--- config.mk ---
export PLATFORM = sky130hd
export DESIGN_NAME = dp_ram_batch_controller
export DESIGN_NICKNAME = d
export VERILOG_FILES = /design/src/rtl/dp_ram_batch_pkg.sv /design/src/rtl/dp_ram_batch_controller_timeout.sv /design/src/rtl/dp_ram_batch_controller.sv
export SDC_FILE = /design/constraint.sdc
export NUM_CORES = 1
export LEC_CHECK = 0
export ABC_CLOCK_PERIOD_IN_PS = 1990
export CAP_MARGIN = 20
export CELL_PAD_IN_SITES_DETAIL_PLACEMENT = 1
export CELL_PAD_IN_SITES_GLOBAL_PLACEMENT = 1
export CORE_ASPECT_RATIO = 1.5
export CORE_MARGIN = 3
export CORE_UTILIZATION = 34
export DETAILED_ROUTE_END_ITERATION = 8
export PLACE_DENSITY_LB_ADDON = 0.3
export SETUP_SLACK_MARGIN = 0.5
export SYNTH_ARGS = -nofsm -noshare
export SYNTH_HDL_FRONTEND = slang
export SYNTH_SLANG_ARGS = --single-unit
--- constraint.sdc ---
create_clock -name CLK -period 1.99 [get_ports CLK]
set_input_delay 0.199 -clock CLK [delete_from_list [all_inputs] [get_ports CLK]]
set_output_delay 0.199 -clock CLK [all_outputs]
set_load 0.05 [all_outputs]
--- src/rtl/dp_ram_batch_pkg.sv ---
// Register map, state encoding and STATUS packing shared by the
// dual-port RAM batch controller and its helpers.
package dp_ram_batch_pkg;

    typedef enum logic [3:0] {
        S_IDLE       = 4'd0,
        S_MARK_BUSY  = 4'd1,
        S_RD_ADDR    = 4'd2,
        S_RD_CAP     = 4'd3,
        S_MUL_WAIT   = 4'd4,
        S_WR_RESULT  = 4'd5,
        S_SET_STATUS = 4'd6,
        S_WAIT_CLEAR = 4'd7,
        S_CLEAR      = 4'd8
    } state_t;

    localparam int CTRL_OFS = 0;
    localparam int STAT_OFS = 1;

    localparam int CTL_START  = 0;
    localparam int CTL_CNT_LO = 4;
    localparam int CTL_CNT_HI = 7;

    localparam int ST_DONE    = 0;
    localparam int ST_BUSY    = 1;
    localparam int ST_TO_ERR  = 2;
    localparam int ST_CNT_ERR = 3;
    localparam int ST_CMP_LO  = 8;
    localparam int ST_CMP_HI  = 15;

    function automatic logic [15:0] status_word(
        input logic [7:0] cmp,
        input logic       to_err,
        input logic       cnt_err,
        input logic       busy,
        input logic       fin
    );
        logic [15:0] w;
        w = '0;
        w[ST_CMP_HI:ST_CMP_LO] = cmp;
        w[ST_CNT_ERR] = cnt_err;
        w[ST_TO_ERR]  = to_err;
        w[ST_BUSY]    = busy;
        w[ST_DONE]    = fin;
        return w;
    endfunction

endpackage

--- src/rtl/dp_ram_batch_controller_timeout.sv ---
// Watchdog for the multiplier handshake: flags expiry once the enable
// has been held for TIMEOUT_CYC cycles since the last clear.
module batch_timeout_counter #(
    parameter int TIMEOUT_CYC = 255
) (
    input  logic clk_i,
    input  logic rst_i,
    input  logic clr_i,
    input  logic en_i,
    output logic expired_o
);
    localparam int CW = (TIMEOUT_CYC < 2) ? 1 : $clog2(TIMEOUT_CYC + 1);
    localparam logic [CW-1:0] LAST = CW'(TIMEOUT_CYC - 1);

    logic [CW-1:0] cnt_q, cnt_d;

    assign expired_o = en_i && (cnt_q == LAST);

    always_comb begin
        cnt_d = cnt_q;
        if (clr_i) begin
            cnt_d = '0;
        end else if (en_i && !expired_o) begin
            cnt_d = cnt_q + 1'b1;
        end
    end

    always_ff @(posedge clk_i or posedge rst_i) begin
        if (rst_i) begin
            cnt_q <= '0;
        end else begin
            cnt_q <= cnt_d;
        end
    end

endmodule

--- src/rtl/dp_ram_batch_controller.sv ---
// Batch controller: polls CONTROL, runs up to N_CH operand words through
// the external multiplier, writes each product and a final STATUS back.
module dp_ram_batch_controller
    import dp_ram_batch_pkg::*;
#(
    parameter int ADDR_W      = 4,
    parameter int DATA_W      = 32,
    parameter int OP_W        = 4,
    parameter int N_CH        = 4,
    parameter int DIN_BASE    = 4,
    parameter int DOUT_BASE   = 8,
    parameter int TIMEOUT_CYC = 255
) (
    input  logic                CLK,
    input  logic                rst,
    output logic [ADDR_W-1:0]   ADDR,
    output logic                WRITE_F,
    output logic [DATA_W-1:0]   WRITE_DATA,
    input  logic [DATA_W-1:0]   READ_DATA,
    output logic [DATA_W/8-1:0] BYTE_ENABLE,
    output logic [OP_W-1:0]     A,
    output logic [OP_W-1:0]     B,
    input  logic                done,
    input  logic [2*OP_W-1:0]   Y,
    output logic                ena,
    output logic [3:0]          state_o
);
    localparam logic [ADDR_W-1:0] CTRL_A = ADDR_W'(CTRL_OFS);
    localparam logic [ADDR_W-1:0] STAT_A = ADDR_W'(STAT_OFS);
    localparam logic [ADDR_W-1:0] DIN_A  = ADDR_W'(DIN_BASE);
    localparam logic [ADDR_W-1:0] DOUT_A = ADDR_W'(DOUT_BASE);
    localparam logic [3:0]        NCH4   = 4'(N_CH);

    state_t            state_q, state_d;
    logic [3:0]        idx_q, idx_d;
    logic [3:0]        cnt_q, cnt_d;
    logic [7:0]        cmp_q, cmp_d;
    logic              to_err_q, to_err_d;
    logic              cnt_err_q, cnt_err_d;
    logic [OP_W-1:0]   a_q, a_d, b_q, b_d;
    logic [2*OP_W-1:0] y_q, y_d;
    logic              ena_q, ena_d;
    logic              ctl_vld_q, ctl_vld_d;
    logic              tmo_clr, tmo_en, tmo_exp;
    logic [3:0]        req_cnt;
    logic              unused_rd;

    assign unused_rd = ^READ_DATA;

    assign A       = a_q;
    assign B       = b_q;
    assign ena     = ena_q;
    assign state_o = state_q;

    assign BYTE_ENABLE = {(DATA_W/8){WRITE_F}};

    assign req_cnt = (READ_DATA[CTL_CNT_HI:CTL_CNT_LO] == 4'd0)
                   ? NCH4 : READ_DATA[CTL_CNT_HI:CTL_CNT_LO];

    // READ_DATA is only a CONTROL value if last cycle was a CONTROL read.
    assign ctl_vld_d = (ADDR == CTRL_A) && !WRITE_F;

    batch_timeout_counter #(
        .TIMEOUT_CYC(TIMEOUT_CYC)
    ) u_tmo (
        .clk_i    (CLK),
        .rst_i    (rst),
        .clr_i    (tmo_clr),
        .en_i     (tmo_en),
        .expired_o(tmo_exp)
    );

    always_comb begin
        state_d    = state_q;
        idx_d      = idx_q;
        cnt_d      = cnt_q;
        cmp_d      = cmp_q;
        to_err_d   = to_err_q;
        cnt_err_d  = cnt_err_q;
        a_d        = a_q;
        b_d        = b_q;
        y_d        = y_q;
        ena_d      = ena_q;
        tmo_clr    = 1'b0;
        tmo_en     = 1'b0;
        ADDR       = CTRL_A;
        WRITE_F    = 1'b0;
        WRITE_DATA = '0;
        unique case (state_q)
            S_IDLE: begin
                if (ctl_vld_q && READ_DATA[CTL_START]) begin
                    cnt_d     = req_cnt;
                    idx_d     = '0;
                    cmp_d     = '0;
                    to_err_d  = 1'b0;
                    cnt_err_d = req_cnt > NCH4;
                    state_d   = (req_cnt > NCH4) ? S_SET_STATUS : S_MARK_BUSY;
                end
            end
            S_MARK_BUSY: begin
                ADDR       = STAT_A;
                WRITE_F    = 1'b1;
                WRITE_DATA = DATA_W'(status_word(8'd0, 1'b0, 1'b0, 1'b1, 1'b0));
                idx_d      = '0;
                state_d    = S_RD_ADDR;
            end
            S_RD_ADDR: begin
                ADDR    = DIN_A + ADDR_W'(idx_q);
                state_d = S_RD_CAP;
            end
            S_RD_CAP: begin
                ADDR    = DIN_A + ADDR_W'(idx_q);
                a_d     = READ_DATA[OP_W-1:0];
                b_d     = READ_DATA[2*OP_W-1:OP_W];
                ena_d   = 1'b1;
                tmo_clr = 1'b1;
                state_d = S_MUL_WAIT;
            end
            S_MUL_WAIT: begin
                tmo_en = 1'b1;
                if (done) begin
                    y_d     = Y;
                    ena_d   = 1'b0;
                    state_d = S_WR_RESULT;
                end else if (tmo_exp) begin
                    ena_d    = 1'b0;
                    to_err_d = 1'b1;
                    state_d  = S_SET_STATUS;
                end
            end
            S_WR_RESULT: begin
                ADDR       = DOUT_A + ADDR_W'(idx_q);
                WRITE_F    = 1'b1;
                WRITE_DATA = DATA_W'(y_q);
                cmp_d      = cmp_q + 8'd1;
                if (idx_q == cnt_q - 4'd1) begin
                    state_d = S_SET_STATUS;
                end else begin
                    idx_d   = idx_q + 4'd1;
                    state_d = S_RD_ADDR;
                end
            end
            S_SET_STATUS: begin
                ADDR       = STAT_A;
                WRITE_F    = 1'b1;
                WRITE_DATA = DATA_W'(status_word(cmp_q, to_err_q,
                                                 cnt_err_q, 1'b0, 1'b1));
                state_d    = S_WAIT_CLEAR;
            end
            S_WAIT_CLEAR: begin
                if (ctl_vld_q && !READ_DATA[CTL_START]) begin
                    state_d = S_CLEAR;
                end
            end
            S_CLEAR: begin
                ADDR    = STAT_A;
                WRITE_F = 1'b1;
                state_d = S_IDLE;
            end
            default: begin
                state_d = S_IDLE;
            end
        endcase
    end

    always_ff @(posedge CLK or posedge rst) begin
        if (rst) begin
            state_q   <= S_IDLE;
            idx_q     <= '0;
            cnt_q     <= '0;
            cmp_q     <= '0;
            to_err_q  <= 1'b0;
            cnt_err_q <= 1'b0;
            a_q       <= '0;
            b_q       <= '0;
            y_q       <= '0;
            ena_q     <= 1'b0;
            ctl_vld_q <= 1'b0;
        end else begin
            state_q   <= state_d;
            idx_q     <= idx_d;
            cnt_q     <= cnt_d;
            cmp_q     <= cmp_d;
            to_err_q  <= to_err_d;
            cnt_err_q <= cnt_err_d;
            a_q       <= a_d;
            b_q       <= b_d;
            y_q       <= y_d;
            ena_q     <= ena_d;
            ctl_vld_q <= ctl_vld_d;
        end
    end

endmodule

==> run metrics <==
largest net degree at the start of global routing=41; grt ovf=0; placed cell areas=3920 µm²; biggest area consumer among synthesized cells=dfrtp_1; pre-CTS setup slack=3.88 ps; HP Class=input pin to asynchronous set/reset pin; H-tree depth=2; CTS root buf=clkbuf_16; Chip Width=80.2 µm; Fin Setup TNS=0 ps; CTS tree=done; initial antenna violation count=0; CP required=approximately 1800 ps; count leader, synth=nand2_1; routability cong.=slightly below 0.8; WS Path Type=register to output port; clk sinks=48; critical path capture point type=output port; outcome=finished, final reports clean; Iteration-0 DRC Markers=56; Clock Latency Late Sink=290 ps; vias=between 2000 and 3000; Fill cells=884; # rows=40; fin area=4470 µm²; number of max-slew violations in the final report=0; syn_area_per_cell=9.32 µm²; post-synth top area share=42.8%; Clock Tree Buf Depth=2; Worst EP arrival=1750 ps; Max Fclk=0.512 GHz; Netlist cell types=51; CP max FO=7; share of post-route cells with drive strength above 1=40.5%; Sequential Area=1210 µm²; Fin. Hold Viols=0; Layout area overhead=59.5%; starting density of the core=between 30% and 40%; Max-Cap Viols=0; number of global-route vias before repair=2677; Total Wirelength=8720 µm; Async S/R FF share, synth=100%; NumNets Final=445; clk slew on worst S/H paths=70 ps; n_diodes=0; Die Height=117 µm; startpoint types=register; R2R Path Start=state_o[3]; synthesized area=2810 µm²; Total GRT Usage=18.6%; prevailing post-synth register cell=dfrtp_1; Critical path origin=state_o[0]; Worst VDD drop=0.838 mV; core area=8010 µm²; Die ar.=9400 µm²; Final Setup Violations=0; P_leak=2.02 nW; Mapped Cells=301; Synth area leaders=dfrtp_1 (43%), nand2_1 (7.0%), buf_4 (5.6%); register-to-register setup slack=70 ps; detailed placement HPWL=approximately 5700 µm; Hold Slack=142 ps; drt via density=5.10; fin crit share=~100%; Pre-Repair DR Iteration Count=4; top post-synthesis cells by count=nand2_1 (52), dfrtp_1 (48), buf_4 (21), nor2_1 (19), and2_1 (13); EDFF count, synth=0; Final ANT Viol Nets=0; CTS Buf Count=5; Final Skew=11.6 ps; first-pass GRT wire length=around 13000 µm; Final min period=1950 ps; # DRC=0; Setup WS post-layout=between 30 and 40 ps; Worst Tran Pin Value=512 ps; RSZ-0062 raised after global routing=true; #FFs+latches synth=48; area occupied by multi-input gates=1670 µm²; Pwr Density=about 1800 nW/µm²; IO Pins=97; WL/cell=17.3 µm; Max-slew headroom=66.0%; sequential share of the synthesized area=42.8%; I/O Buffers=56; Synth warnings=0
-- kinds of logic after synthesis --
kind of cell,synth area share [%]
simple gates,24.7
compound gates,12.2
flops,42.8
buf+inv,9.23
mux,5.13
xor+xnor,3.61
fa+ha+maj,2.23
other cells,0.134
-- critical path, stage by stage (launching register included) --
cell and delay (ps):
dfrtp_4 470, buf_6 150, nand2_4 70, nor3_4 290
buf_6 180, and2_4 150, buf_12 130
-- stage by stage --
step	total power, mW	util (%)	cells
2_1_floorplan	4.93	-	316
3_3_place_gp	6.29	48.9	465
3_5_place_dp	6.41	48.9	465
4_1_cts	7.86	54.0	492
5_1_grt	8.60	55.9	503
6_report	8.21	55.9	503
-- final cells by class --
cell class / instances / area share, %
multi-input combinational: 227 / 37.2
tap: 105 / 2.94
clock inverter: 2 / 0.867
clock buffer: 6 / 3.10
inverter: 7 / 0.587
timing repair buffer: 108 / 28.2
sequential: 48 / 27.1
-- path summary, 6_finish.rpt --
kind,to,cells after the start
setup / recovery,WRITE_DATA[4],6
max in group asynchronous,state_o[3],3
setup reg to reg,state_o[1],7
hold reg to reg,A[1],2
min in group CLK,A[1],3
hold / removal,B[2],2
-- registers in the layout, indices dropped and copies added (netlist names) --
| name | flops |
|---|---|
| idx_q | 4 |
| u_tmo.cnt_q | 8 |
| cnt_q | 4 |
| to_err_q | 1 |
| A | 4 |
| B | 4 |
| state_o | 4 |
| ctl_vld_q | 1 |
| ena | 1 |
| cmp_q | 8 |
| y_q | 8 |
| cnt_err_q | 1 |
-- cell usage in the layout, fill, tap and decap left out, drive strengths merged, types with 4 or more instances in the layout --
master,count
and3,4
nand3,12
o21ai,18
dlygate4sd2,9
clkdlybuf4s50,18
and2,13
buf,81
inv,7
conb,16
nor2,19
xor2,6
nand4,5
a21oi,5
mux2,11
ha,5
clkbuf,6
nand2b,5
dfrtp,48
nor3,8
a22o,8
nand2,53
-- report_power, final --
group / total, mW / internal [mW] / switching, mW
Clock: 1.02 / 0.630 / 0.386
Combinational: 5.48 / 2.48 / 3.00
Sequential: 1.71 / 1.37 / 0.342
Total: 8.21 / 4.48 / 3.73
-- routing by layer --
layer,global-route usage [%],vias to the layer above,part of all wire [%]
met1,19.5,1286,37
met2,36.0,69,56
li1,-,1192,-
met3,3.68,20,4.5
met5,0,-,0
met4,6.65,0,2.5
-- what timing repair did --
action,in CTS,in global routing
resized for setup,31,18
buffers inserted,19,11
pin swaps,10,11
hold buffers,0,0
endpoints found under the setup margin,82,64
Note: power is estimated with default switching activity, not from simulation.
